File: config.mk
export PLATFORM = sky130hd
export DESIGN_NAME = ycolumn_loader
export DESIGN_NICKNAME = d
export VERILOG_FILES = /design/src/rtl/ycolumn_loader.sv
export SDC_FILE = /design/constraint.sdc
export NUM_CORES = 1
export LEC_CHECK = 0
export ABC_CLOCK_PERIOD_IN_PS = 3400
export BUFFER_PORTS_ARGS = -buffer_cell sky130_fd_sc_hd__buf_2
export CORE_MARGIN = 4
export CORE_UTILIZATION = 55
export CTS_CLUSTER_SIZE = 30
export DETAILED_ROUTE_END_ITERATION = 8
export GPL_TIMING_DRIVEN = 0
export HOLD_SLACK_MARGIN = 0.03
export PLACE_DENSITY_LB_ADDON = 0.2
export RECOVER_POWER = 25
export REMOVE_ABC_BUFFERS = 1
export SYNTH_ARGS = -nofsm -noshare
export SYNTH_HDL_FRONTEND = slang
export SYNTH_SLANG_ARGS = --single-unit
export TNS_END_PERCENT = 20
File: constraint.sdc
create_clock -name confclk -period 3.4 [get_ports confclk]
set_clock_uncertainty 0.05 [all_clocks]
set_input_delay 0 -clock confclk [delete_from_list [all_inputs] [get_ports confclk]]
set_output_delay 0 -clock confclk [all_outputs]
set_load 0.02 [all_outputs]
File: src/rtl/ycolumn_loader.sv
// Configuration loader for one column of yellow cells: serialises host codes onto the
// column's config chain with a registered strobe and collects the displaced bits as readback.
module ycolumn_loader #(
  parameter int CELLS = 8,
  parameter int CODEW = 3
) (
  input  logic                     confclk,
  input  logic                     reset,
  input  logic                     start,
  input  logic                     code_valid,
  input  logic [CODEW-1:0]         code_in,
  output logic                     code_ready,
  output logic                     cbit,
  output logic                     colclk,
  input  logic                     chain_in,
  output logic                     cell_reset,
  output logic                     busy,
  output logic                     done,
  output logic [CODEW*CELLS-1:0]   rb_data
);

  localparam int RBW = CODEW * CELLS;
  localparam int BCW = (CODEW > 1) ? $clog2(CODEW) : 1;
  localparam int CCW = $clog2(CELLS + 1);

  typedef enum logic [2:0] {
    S_IDLE,
    S_FETCH,
    S_SHA,
    S_SHB,
    S_DONE
  } state_t;

  state_t           r_state;
  state_t           w_state_nxt;
  logic [CODEW-1:0] r_shreg;
  logic [CODEW-1:0] w_shreg_nxt;
  logic [BCW-1:0]   r_bitcnt;
  logic [CCW-1:0]   r_cellcnt;
  logic             r_hold;
  logic             r_cbit;
  logic             r_colclk;
  logic             r_code_ready;
  logic             r_busy;
  logic             r_done;
  logic [RBW-1:0]   r_rb;
  logic             w_accept;
  logic             w_last_bit;
  logic             w_last_cell;

  assign w_accept    = r_code_ready & code_valid;
  assign w_last_bit  = (r_bitcnt == BCW'(CODEW - 1));
  assign w_last_cell = (r_cellcnt == CCW'(CELLS - 1));

  always_comb begin
    w_state_nxt = r_state;
    w_shreg_nxt = r_shreg;
    case (r_state)
      S_IDLE:  if (start) w_state_nxt = S_FETCH;
      S_FETCH: begin
        if (w_accept) begin
          w_state_nxt = S_SHA;
          w_shreg_nxt = code_in;
        end
      end
      S_SHA:   w_state_nxt = S_SHB;
      S_SHB: begin
        w_shreg_nxt = r_shreg << 1;
        if (w_last_bit) w_state_nxt = w_last_cell ? S_DONE : S_FETCH;
        else            w_state_nxt = S_SHA;
      end
      S_DONE:  w_state_nxt = S_IDLE;
      default: w_state_nxt = S_IDLE;
    endcase
  end

  // Payload register carries no control meaning, so it is left out of reset.
  always_ff @(posedge confclk) begin
    r_shreg <= w_shreg_nxt;
  end

  // Outputs are decoded from the next state so they are registered yet line up with r_state.
  always_ff @(posedge confclk or posedge reset) begin
    if (reset) begin
      r_state      <= S_IDLE;
      r_bitcnt     <= '0;
      r_cellcnt    <= '0;
      r_hold       <= 1'b0;
      r_cbit       <= 1'b0;
      r_colclk     <= 1'b0;
      r_code_ready <= 1'b0;
      r_busy       <= 1'b0;
      r_done       <= 1'b0;
      r_rb         <= '0;
    end else begin
      r_state <= w_state_nxt;

      if (r_state == S_FETCH && w_accept)
        r_bitcnt <= '0;
      else if (r_state == S_SHB && !w_last_bit)
        r_bitcnt <= r_bitcnt + BCW'(1);

      if (r_state == S_IDLE && start)
        r_cellcnt <= '0;
      else if (r_state == S_SHB && w_last_bit)
        r_cellcnt <= r_cellcnt + CCW'(1);

      if (r_state == S_IDLE && start)
        r_hold <= 1'b1;
      else if (r_state == S_DONE)
        r_hold <= 1'b0;

      if (r_state == S_SHA)
        r_rb <= (r_rb << 1) | RBW'(chain_in);

      // cbit is set up on entry to SHA and held through SHB so it is stable at the strobe.
      if (w_state_nxt == S_SHA)
        r_cbit <= w_shreg_nxt[CODEW-1];
      else if (w_state_nxt == S_IDLE)
        r_cbit <= 1'b0;

      r_colclk     <= (w_state_nxt == S_SHB);
      r_code_ready <= (w_state_nxt == S_FETCH);
      r_busy       <= (w_state_nxt != S_IDLE);
      r_done       <= (w_state_nxt == S_DONE);
    end
  end

  assign cell_reset = reset | r_hold;
  assign code_ready = r_code_ready;
  assign cbit       = r_cbit;
  assign colclk     = r_colclk;
  assign busy       = r_busy;
  assign done       = r_done;
  assign rb_data    = r_rb;

endmodule

==> results of run 1 <==
## area by class of cell
class	instances	area [sq um]	area share [%]
inverters	6	27.53	1.333
well taps	44	55.05	2.665
clock buffers	7	45.04	2.180
repair buffers	43	210.2	10.18
flip-flops and latches	42	1056	51.12
multi-input cells	83	671.9	32.53
## flip-flops by register name, summed over array words and instances (netlist names)
name	cells
rb_data	24
r_cellcnt	4
r_shreg	3
r_state	3
r_bitcnt	2
busy	1
cbit	1
code_ready	1
colclk	1
done	1
r_hold	1
## power breakdown
group | internal, mW | switching (mW) | leakage (nW)
sequential | 0.628 | 0.110 | 0.541
combinational | 0.256 | 0.331 | 0.399
clock | 0.0781 | 0.138 | 0.0254
total | 0.962 | 0.578 | 0.966
## placed cells by master, fill, tap and decap left out, drive strengths merged, types with 2 or more instances in the layout
| cell | n |
|---|---|
| nor3 | 4 |
| ha | 2 |
| o22ai | 2 |
| buf | 9 |
| xor2 | 2 |
| clkbuf | 35 |
| edfxtp | 2 |
| a21oi | 8 |
| o21ai | 2 |
| and2 | 3 |
| nand3b | 2 |
| mux2 | 24 |
| inv | 6 |
| nand2 | 8 |
| nor2 | 11 |
| dlygate4sd3 | 6 |
| a21o | 2 |
| dfrtp | 39 |
## routing by layer
layer | GRT usage, % | share of wire, % | vias to the layer above
li1 | - | - | 567
met5 | 0 | 0 | -
met4 | 6.477 | 1.5 | 0
met3 | 4.444 | 5.6 | 6
met2 | 28.57 | 51 | 38
met1 | 20.36 | 41 | 563
## what timing repair did
action / CTS / global route
endpoints found under the setup margin: 0 / 0
hold buffers: 5 / 1
hold endpoints to repair: 10 / 39
## critical path, stage by stage (launching register included)
cell	delay [ns]
dfrtp_1	0.59
inv_6	0.07
nor3_4	0.97
a21oi_2	0.11
o41ai_2	0.36
## worst paths after layout
path | from | slack [ns] | end | cells past startpoint
max | r_state[1]$_DFF_PP0_ | 1.15 | cbit$_DFFE_PP0P_ | 4
min in group asynchronous | reset | 0.31 | rb_data[22]$_DFFE_PP0N_ | 3
max reg2reg | r_state[1]$_DFF_PP0_ | 1.15 | cbit$_DFFE_PP0P_ | 4
max in group asynchronous | reset | 2.50 | code_ready$_DFF_PP0_ | 3
min reg2reg | rb_data[12]$_DFFE_PP0N_ | 0.48 | rb_data[12]$_DFFE_PP0N_ | 1
min | code_valid | 0.06 | r_shreg[0]$_DFFE_PP_ | 3
## logic make-up (layout without fill, tap and decap cells)
group	Yosys count	after routing	synth area share, %
and+or+nand+nor	36	36	10.74
adders and majority gates	2	2	1.377
DFF	42	42	58.13
muxes	24	24	16.74
xor gates and xnor gates	3	3	1.447
buffers and inverters	12	56	4.890
AOI/OAI and AO/OA	18	18	6.681
==> flow_metrics.py, run 1 <==
metrics = {
    "yosys": {
        "ys.warnings.count": 0,
        "syn-cell-area_sq_um": 1817,
        "synth_top_cell_by_area": "dfrtp_1",
        "synth_ff_type": "dfrtp_1",
        "ys_types": 35,
        "ys_async_sr_fraction_pct": 92.86,
        "ys_top_cells_by_count": "39 x dfrtp_1, 15 x mux2_2, 11 x nor2_1",
        "syn-instance-count": 137,
        "synth_area_leaders": "dfrtp_1 54%, mux2_2 9.3%, mux2_4 7.4%",
        "synth.most_common_cell": "dfrtp_1",
        "post_synth.cell_area_avg_sq_um": 13.26,
        "synth.top_cell.area_share_pct": 53.72,
        "seq_area_frac_synth_pct": 58.13,
        "synth_seq_cells": 42,
        "synth_edf_count": 2,
    },
    "detailed_routing": {
        "wirelength_mm": 3.220,
        "viasPerCell": 5.218,
        "wl_per_cell_microns": 14.31,
        "drc": 0,
        "detail-route-antenna-nets": 0,
        "first_pass_iters": 4,
        "vias": 1174,
        "drt_iter0_markers": 44,
    },
    "global_route": {
        "grt_pass1_wl_mm": 5.457,
        "grt_max_degree": 40,
        "grtUsageTotal_pct": 16.82,
        "grt_pass1_vias": 1214,
        "grt_overflow_total": 0,
        "grt_antenna_before_repair": 0,
    },
    "cells_and_area": {
        "fin_area_sq_um": 2066,
        "final_cell_count_no_fill": 225,
        "finalNetCount": 191,
        "area_delta_synth_final_pct": 13.71,
        "diodes": 0,
        "fillers": 278,
        "layout-drive-gt1-share_pct": 24.86,
        "utilization_pct": 66.57,
    },
    "clock_tree": {
        "ctsLongestPathBuffers": 2,
        "clkLatencyLatePin_ns": 0.33,
        "post-cts-setup-buffers": 0,
        "cts.sink_count": 42,
        "cts_tree": "yes",
        "cts_root_buffer": "clkbuf_4",
        "clkTransAtPathRegs_ns": 0.11,
        "htree_levels": 2,
        "cts_buffers": 5,
        "post_cts_resized": 0,
    },
    "sta": {
        "post-route-min-period_ns": 2.254,
        "hold_slack_ns": 0.06471,
        "setup_tns_ns": 0,
        "setup_viol_count_final": 0,
        "slew_headroom_pct": 14.64,
        "finalCritPeriodShare_pct": 66.30,
        "fmax_mhz": 443.6,
        "maxSlewViolCount": 0,
        "fin_ws_ns": 1.146,
        "hold_violations": 0,
        "rsz0062_at_grt": "no",
        "tightest_slew_ns": 1.276,
    },
    "critical_path": {
        "endpoint_kind": "flop",
        "critPathLaunchType": "flop",
        "path_class": "flop to flop",
        "critPathArrivalTime_ns": 2.43,
        "cp.required_ns": 3.58,
        "path_max_fanout": 26,
    },
    "placement": {
        "dp.cells": 212,
        "gp_congestion": 0.7619,
        "place_ws_ns": 1.184,
        "port_buffers": 37,
        "hpwlAfterDp_mm": 2.343,
        "placed_area_sq_um": 1996,
    },
    "die": {
        "die_h_microns": 65.48,
        "io_pins": 38,
        "std_cell_rows": 20,
        "core_area_sq_um": 3103,
        "die_w_microns": 65.48,
        "start_util_pct": 58.55,
        "fp.dieArea_sq_um": 4287,
    },
    "power_and_ir_drop": {
        "power_mw": 1.540,
        "vdd_drop_max_uv": 348.5,
        "leakage_nw": 0.9655,
        "power.density_nw_per_um2": 745.7,
    },
    "hold_path": {
        "hold_class": "input port to flop",
    },
    "run_status": {
        "outcome": "finished clean",
    },
    "run": {
        "cap_violations": 0,
    },
}
Note: power is estimated with default switching activity, not from simulation.
==> run 2, diff against run 1 <==
- ABC_CLOCK_PERIOD_IN_PS: 3400 -> 2200
- CORE_UTILIZATION: 55 -> 53
- clock period: 3.4 -> 2.2 ns (I/O delays scaled with it)
==> flow_metrics.py, run 2 (synthesis gave the netlist of run 1 again) <==
metrics = {
    "run_status": {
        "outcome": "finished clean",
    },
    "cells_and_area": {
        "final_cell_mix": "39 x dfrtp_1, 28 x clkbuf_1, 15 x mux2_2",
        "largest_reg_flops": 24,
        "final_common_cell": "dfrtp_1",
        "fillers": 282,
        "seqCellArea_sq_um": 1056,
        "utilization_pct": 67.10,
        "diodes": 0,
        "multi_input_area_sq_um": 688.2,
        "area_delta_synth_final_pct": 16.46,
        "layout-drive-gt1-share_pct": 26.78,
        "finalNetCount": 192,
    },
    "critical_path": {
        "cp.depth": 3,
        "cpLargestDelayFamily": "flip-flops",
        "r2r-end": "rb_data[21]$_DFFE_PP0N_",
        "endpoint_kind": "flop",
        "crit_start": "r_state[1]$_DFF_PP0_",
        "path_max_fanout": 13,
        "cpMaxStageDelayCell": "dfrtp_1",
        "cp.buffers_inverters": 1,
        "path_class": "flop to flop",
        "cp.required_ns": 2.39,
        "reg2reg_depth": 3,
        "critPathLaunchType": "flop",
        "cpPeakStageDelay_ns": 0.62,
        "reg2reg_from": "r_state[1]$_DFF_PP0_",
        "reg2reg_slack_ns": 0.32,
        "cp-endpoint": "rb_data[21]$_DFFE_PP0N_",
        "critPathArrivalTime_ns": 2.07,
        "path_cells": "inv_6, nor3_4, mux2_2",
    },
    "clock_tree": {
        "cts.sink_count": 42,
        "cts_tree": "yes",
        "clkLatencyLatePin_ns": 0.34,
        "cts_buffers": 5,
        "cts_root_buffer": "clkbuf_4",
        "post-cts-setup-buffers": 0,
        "htree_levels": 2,
        "clkTransAtPathRegs_ns": 0.12,
        "ctsLongestPathBuffers": 2,
    },
    "global_route": {
        "grtUsageMet3_pct": 4.553,
        "busiest_layer": "met2",
        "grt_overflow_total": 0,
        "grtUsageTotal_pct": 16.48,
        "grt_antenna_before_repair": 0,
        "grtUsageMet2_pct": 27.85,
        "grt_pass1_vias": 1130,
        "grt_pass1_wl_mm": 5.437,
        "grt_use_met1_pct": 20.31,
        "grt_max_degree": 40,
    },
    "sta": {
        "post-route-min-period_ns": 1.883,
        "fmax_mhz": 531.1,
        "tightest_slew_ns": 0.7798,
        "finalCritPeriodShare_pct": 85.59,
        "hold_violations": 0,
        "setup_viol_count_final": 0,
        "slew_headroom_pct": 47.94,
        "rsz0062_at_grt": "no",
        "hold_slack_ns": 0.05485,
        "maxSlewViolCount": 0,
    },
    "power_and_ir_drop": {
        "power_mw": 2.523,
        "leakage_nw": 0.9866,
        "vdd_drop_max_uv": 575.1,
        "power.density_nw_per_um2": 1193,
    },
    "placement": {
        "gp_congestion": 0.7733,
        "hpwlAfterDp_mm": 2.349,
        "port_buffers": 37,
    },
    "detailed_routing": {
        "detail-route-antenna-nets": 0,
        "viasPerCell": 5.097,
        "drc": 0,
        "wirelength_mm": 3.295,
        "wl_per_cell_microns": 14.52,
        "drt_iter0_markers": 50,
        "first_pass_iters": 4,
        "vias": 1157,
    },
    "die": {
        "die_h_microns": 66.55,
        "fp.dieArea_sq_um": 4428,
        "io_pins": 38,
        "core_area_sq_um": 3153,
        "die_w_microns": 66.55,
        "start_util_pct": 57.62,
        "std_cell_rows": 20,
    },
    "hold_path": {
        "hold_class": "input port to flop",
        "min_path_cells": 3,
    },
    "run": {
        "cap_violations": 0,
    },
}
[run 2: power breakdown]
part / internal [mW] / total, mW / switching [mW]
Clock: 0.219 / 0.449 / 0.231
Sequential: 0.970 / 1.15 / 0.179
Combinational: 0.400 / 0.925 / 0.525
[run 2: layer usage]
layer | up-vias | routed length (microns)
met5 | - | 0
met4 | 0 | 44
met3 | 4 | 183
met2 | 29 | 1632
met1 | 557 | 1435
li1 | 567 | -
[run 2: through the flow]
step | cell area, sq um | std cells | setup slack (ns) | TNS (ns)
6_report | 2116 | 227 | 0.3171 | 0
5_1_grt | 2116 | 227 | 0.2205 | 0
4_1_cts | 2141 | 226 | 0.3046 | 0
3_5_place_dp | 1996 | 212 | -0.06751 | -0.4537
3_3_place_gp | 1996 | 212 | 0.005330 | 0
2_1_floorplan | 1755 | 131 | 0.2696 | 0
[run 2: how the worst min path moves through the flow]
stage | start | end | slack (ns)
final | code_valid | r_shreg[0]$_DFFE_PP_ | 0.05
after global routing | code_valid | r_shreg[0]$_DFFE_PP_ | 0.05
after CTS | code_valid | r_shreg[0]$_DFFE_PP_ | 0.05
after detailed placement | chain_in | rb_data[0]$_DFFE_PP0N_ | 0.19
after global placement | chain_in | rb_data[0]$_DFFE_PP0N_ | 0.19
after floorplan | start | busy$_DFF_PP0_ | 0.09
[run 2: what timing repair did]
action,4_1_cts,5_1_grt
endpoints found under the hold margin,10,39
resized for setup,1,0
hold buffers,5,1
endpoints found under the setup margin,16,0
[run 2: worst reg2reg max path: stages (launching register included)]
cell and delay, ns:
dfrtp_1 0.62, inv_6 0.09, nor3_4 0.62, mux2_2 0.41
[run 2: final cells by class]
type / count / share of cell area [%]
clock buffer: 8 / 3.726
inverter: 6 / 1.301
tap: 44 / 2.602
multi-input combinational: 84 / 32.53
timing repair buffer: 43 / 9.935
sequential: 42 / 49.91
==> run 3, diff against run 2 <==
- PLACE_DENSITY_LB_ADDON: 0.2 -> 0.1
==> flow_metrics.py, run 3 (synthesis gave the netlist of run 1 again) <==
metrics = {
    "clock_tree": {
        "ctsLongestPathBuffers": 2,
        "cts_buffers": 5,
        "clkLatencyLatePin_ns": 0.36,
        "cts.sink_count": 42,
        "clkTransAtPathRegs_ns": 0.12,
        "cts_tree": "yes",
        "htree_levels": 2,
        "cts_root_buffer": "clkbuf_4",
    },
    "die": {
        "core_area_sq_um": 3153,
        "die_w_microns": 66.55,
        "start_util_pct": 57.62,
        "io_pins": 38,
        "die_h_microns": 66.55,
        "fp.dieArea_sq_um": 4428,
        "std_cell_rows": 20,
    },
    "power_and_ir_drop": {
        "leakage_nw": 1.064,
        "power.density_nw_per_um2": 1239,
        "p_seq_share_pct": 42.9,
        "switching_share_pct": 35.58,
        "p_switching_uw": 953.6,
        "pwr-share-comb_pct": 35.1,
        "power_mw": 2.680,
        "internal_power_mw": 1.726,
        "vdd_drop_max_uv": 538.2,
        "p_clk_share_pct": 21.9,
    },
    "critical_path": {
        "critPathLaunchType": "flop",
        "endpoint_kind": "flop",
        "path_class": "flop to flop",
        "reg2reg_slack_ns": 0.30,
        "path_cells": "inv_6, nor3_4, mux2_2",
        "cp.required_ns": 2.39,
        "cpMaxStageDelayCell": "nor3_4",
        "cp.buffers_inverters": 1,
        "critPathArrivalTime_ns": 2.10,
        "reg2reg_from": "r_state[1]$_DFF_PP0_",
        "crit_start": "r_state[1]$_DFF_PP0_",
        "reg2reg_depth": 3,
        "r2r-end": "rb_data[16]$_DFFE_PP0N_",
        "cpPeakStageDelay_ns": 0.64,
        "cp.depth": 3,
        "cp-endpoint": "rb_data[16]$_DFFE_PP0N_",
        "path_max_fanout": 13,
        "cpLargestDelayFamily": "simple AND/OR/NAND/NOR gates",
    },
    "sta": {
        "hold_violations": 0,
        "tightest_slew_ns": 1.386,
        "post-route-min-period_ns": 1.902,
        "rsz0062_at_grt": "no",
        "maxSlewViolCount": 0,
        "finalCritPeriodShare_pct": 86.47,
        "setup_viol_count_final": 0,
        "fmax_mhz": 525.7,
        "hold_slack_ns": 0.04887,
        "slew_headroom_pct": 7.492,
    },
    "global_route": {
        "grt_antenna_before_repair": 0,
        "grt_pass1_vias": 1168,
        "grt_max_degree": 40,
        "grtUsageTotal_pct": 17.36,
        "grt_overflow_total": 0,
        "grt_pass1_wl_mm": 5.644,
    },
    "hold_path": {
        "hold_class": "input port to flop",
    },
    "run": {
        "cap_violations": 0,
    },
    "cells_and_area": {
        "final_common_cell": "dfrtp_1",
        "area_delta_synth_final_pct": 19.08,
        "finalNetCount": 192,
        "layout-drive-gt1-share_pct": 34.97,
        "diodes": 0,
        "final_cell_count_no_fill": 227,
        "largest_reg_flops": 24,
        "utilization_pct": 68.61,
        "fillers": 263,
        "final_cell_mix": "39 x dfrtp_1, 25 x buf_2, 15 x mux2_2",
    },
    "detailed_routing": {
        "vias": 1186,
        "drt_iter0_markers": 60,
        "drc": 0,
        "detail-route-antenna-nets": 0,
        "wirelength_mm": 3.336,
        "wl_per_cell_microns": 14.70,
        "first_pass_iters": 4,
        "viasPerCell": 5.225,
    },
    "placement": {
        "hpwlAfterDp_mm": 2.222,
        "gp_congestion": 0.8219,
        "port_buffers": 37,
        "dp.cells": 212,
    },
    "run_status": {
        "outcome": "finished clean",
    },
}
## run 3: worst min-delay path by stage
stage / startpoint / end / depth (start not counted)
6_report: code_valid / r_shreg[0]$_DFFE_PP_ / 3
5_1_grt: code_valid / r_shreg[0]$_DFFE_PP_ / 3
4_1_cts: code_valid / r_state[1]$_DFF_PP0_ / 5
3_5_place_dp: chain_in / rb_data[0]$_DFFE_PP0N_ / 2
3_3_place_gp: chain_in / rb_data[0]$_DFFE_PP0N_ / 2
2_1_floorplan: start / busy$_DFF_PP0_ / 2
## run 3: layer usage
layer,global-route usage [%],vias to the layer above,part of all wire [%]
met1,22.12,575,45
met4,6.091,0,1.2
met3,6.071,4,5.6
li1,-,569,-
met2,27.35,38,48
met5,0,-,0
## run 3: stage by stage
step	cell area, sq um	worst slack, ns	setup TNS [ns]
2_1_floorplan	1755	0.2696	0
3_3_place_gp	1996	0.01753	0
3_5_place_dp	1996	-0.03869	-0.08690
4_1_cts	2172	0.0002358	0
5_1_grt	2163	0.2187	0
6_report	2163	0.2976	0
## run 3: tightest hold or removal path, cell delays in order
cell and delay (ns):
buf_2 0.12, nand4b_1 0.11, nor3b_1 0.06
## run 3: what timing repair did
| action | 4_1_cts | 5_1_grt |
|---|---|---|
| buffers inserted | 0 | 0 |
| pin swaps | 1 | 0 |
| gates cloned | 1 | 0 |
| hold buffers | 6 | 0 |
| endpoints found under the hold margin | 32 | 0 |
| setup endpoints to repair | 16 | 12 |
| resized for setup | 0 | 1 |
## run 3: power by group through the flow
stage               Sequential [mW]  Clock [mW]  Combinational [mW]
floorplan                      1.26           0               0.575
global placement               1.14           0               0.903
detailed placement             1.15           0               0.929
CTS                            1.14       0.599               0.953
global route                   1.18       0.639                1.03
finish                         1.15       0.587               0.942
## run 3: area by class of cell
| class | instances | area [sq um] | share of cell area (%) |
|---|---|---|---|
| multi-input cells | 84 | 688.2 | 31.81 |
| flip-flops and latches | 42 | 1056 | 48.81 |
| clock buffers | 7 | 76.32 | 3.528 |
| clock inverters | 1 | 30.03 | 1.388 |
| well taps | 44 | 55.05 | 2.545 |
| inverters | 6 | 27.53 | 1.272 |
| repair buffers | 43 | 230.2 | 10.64 |
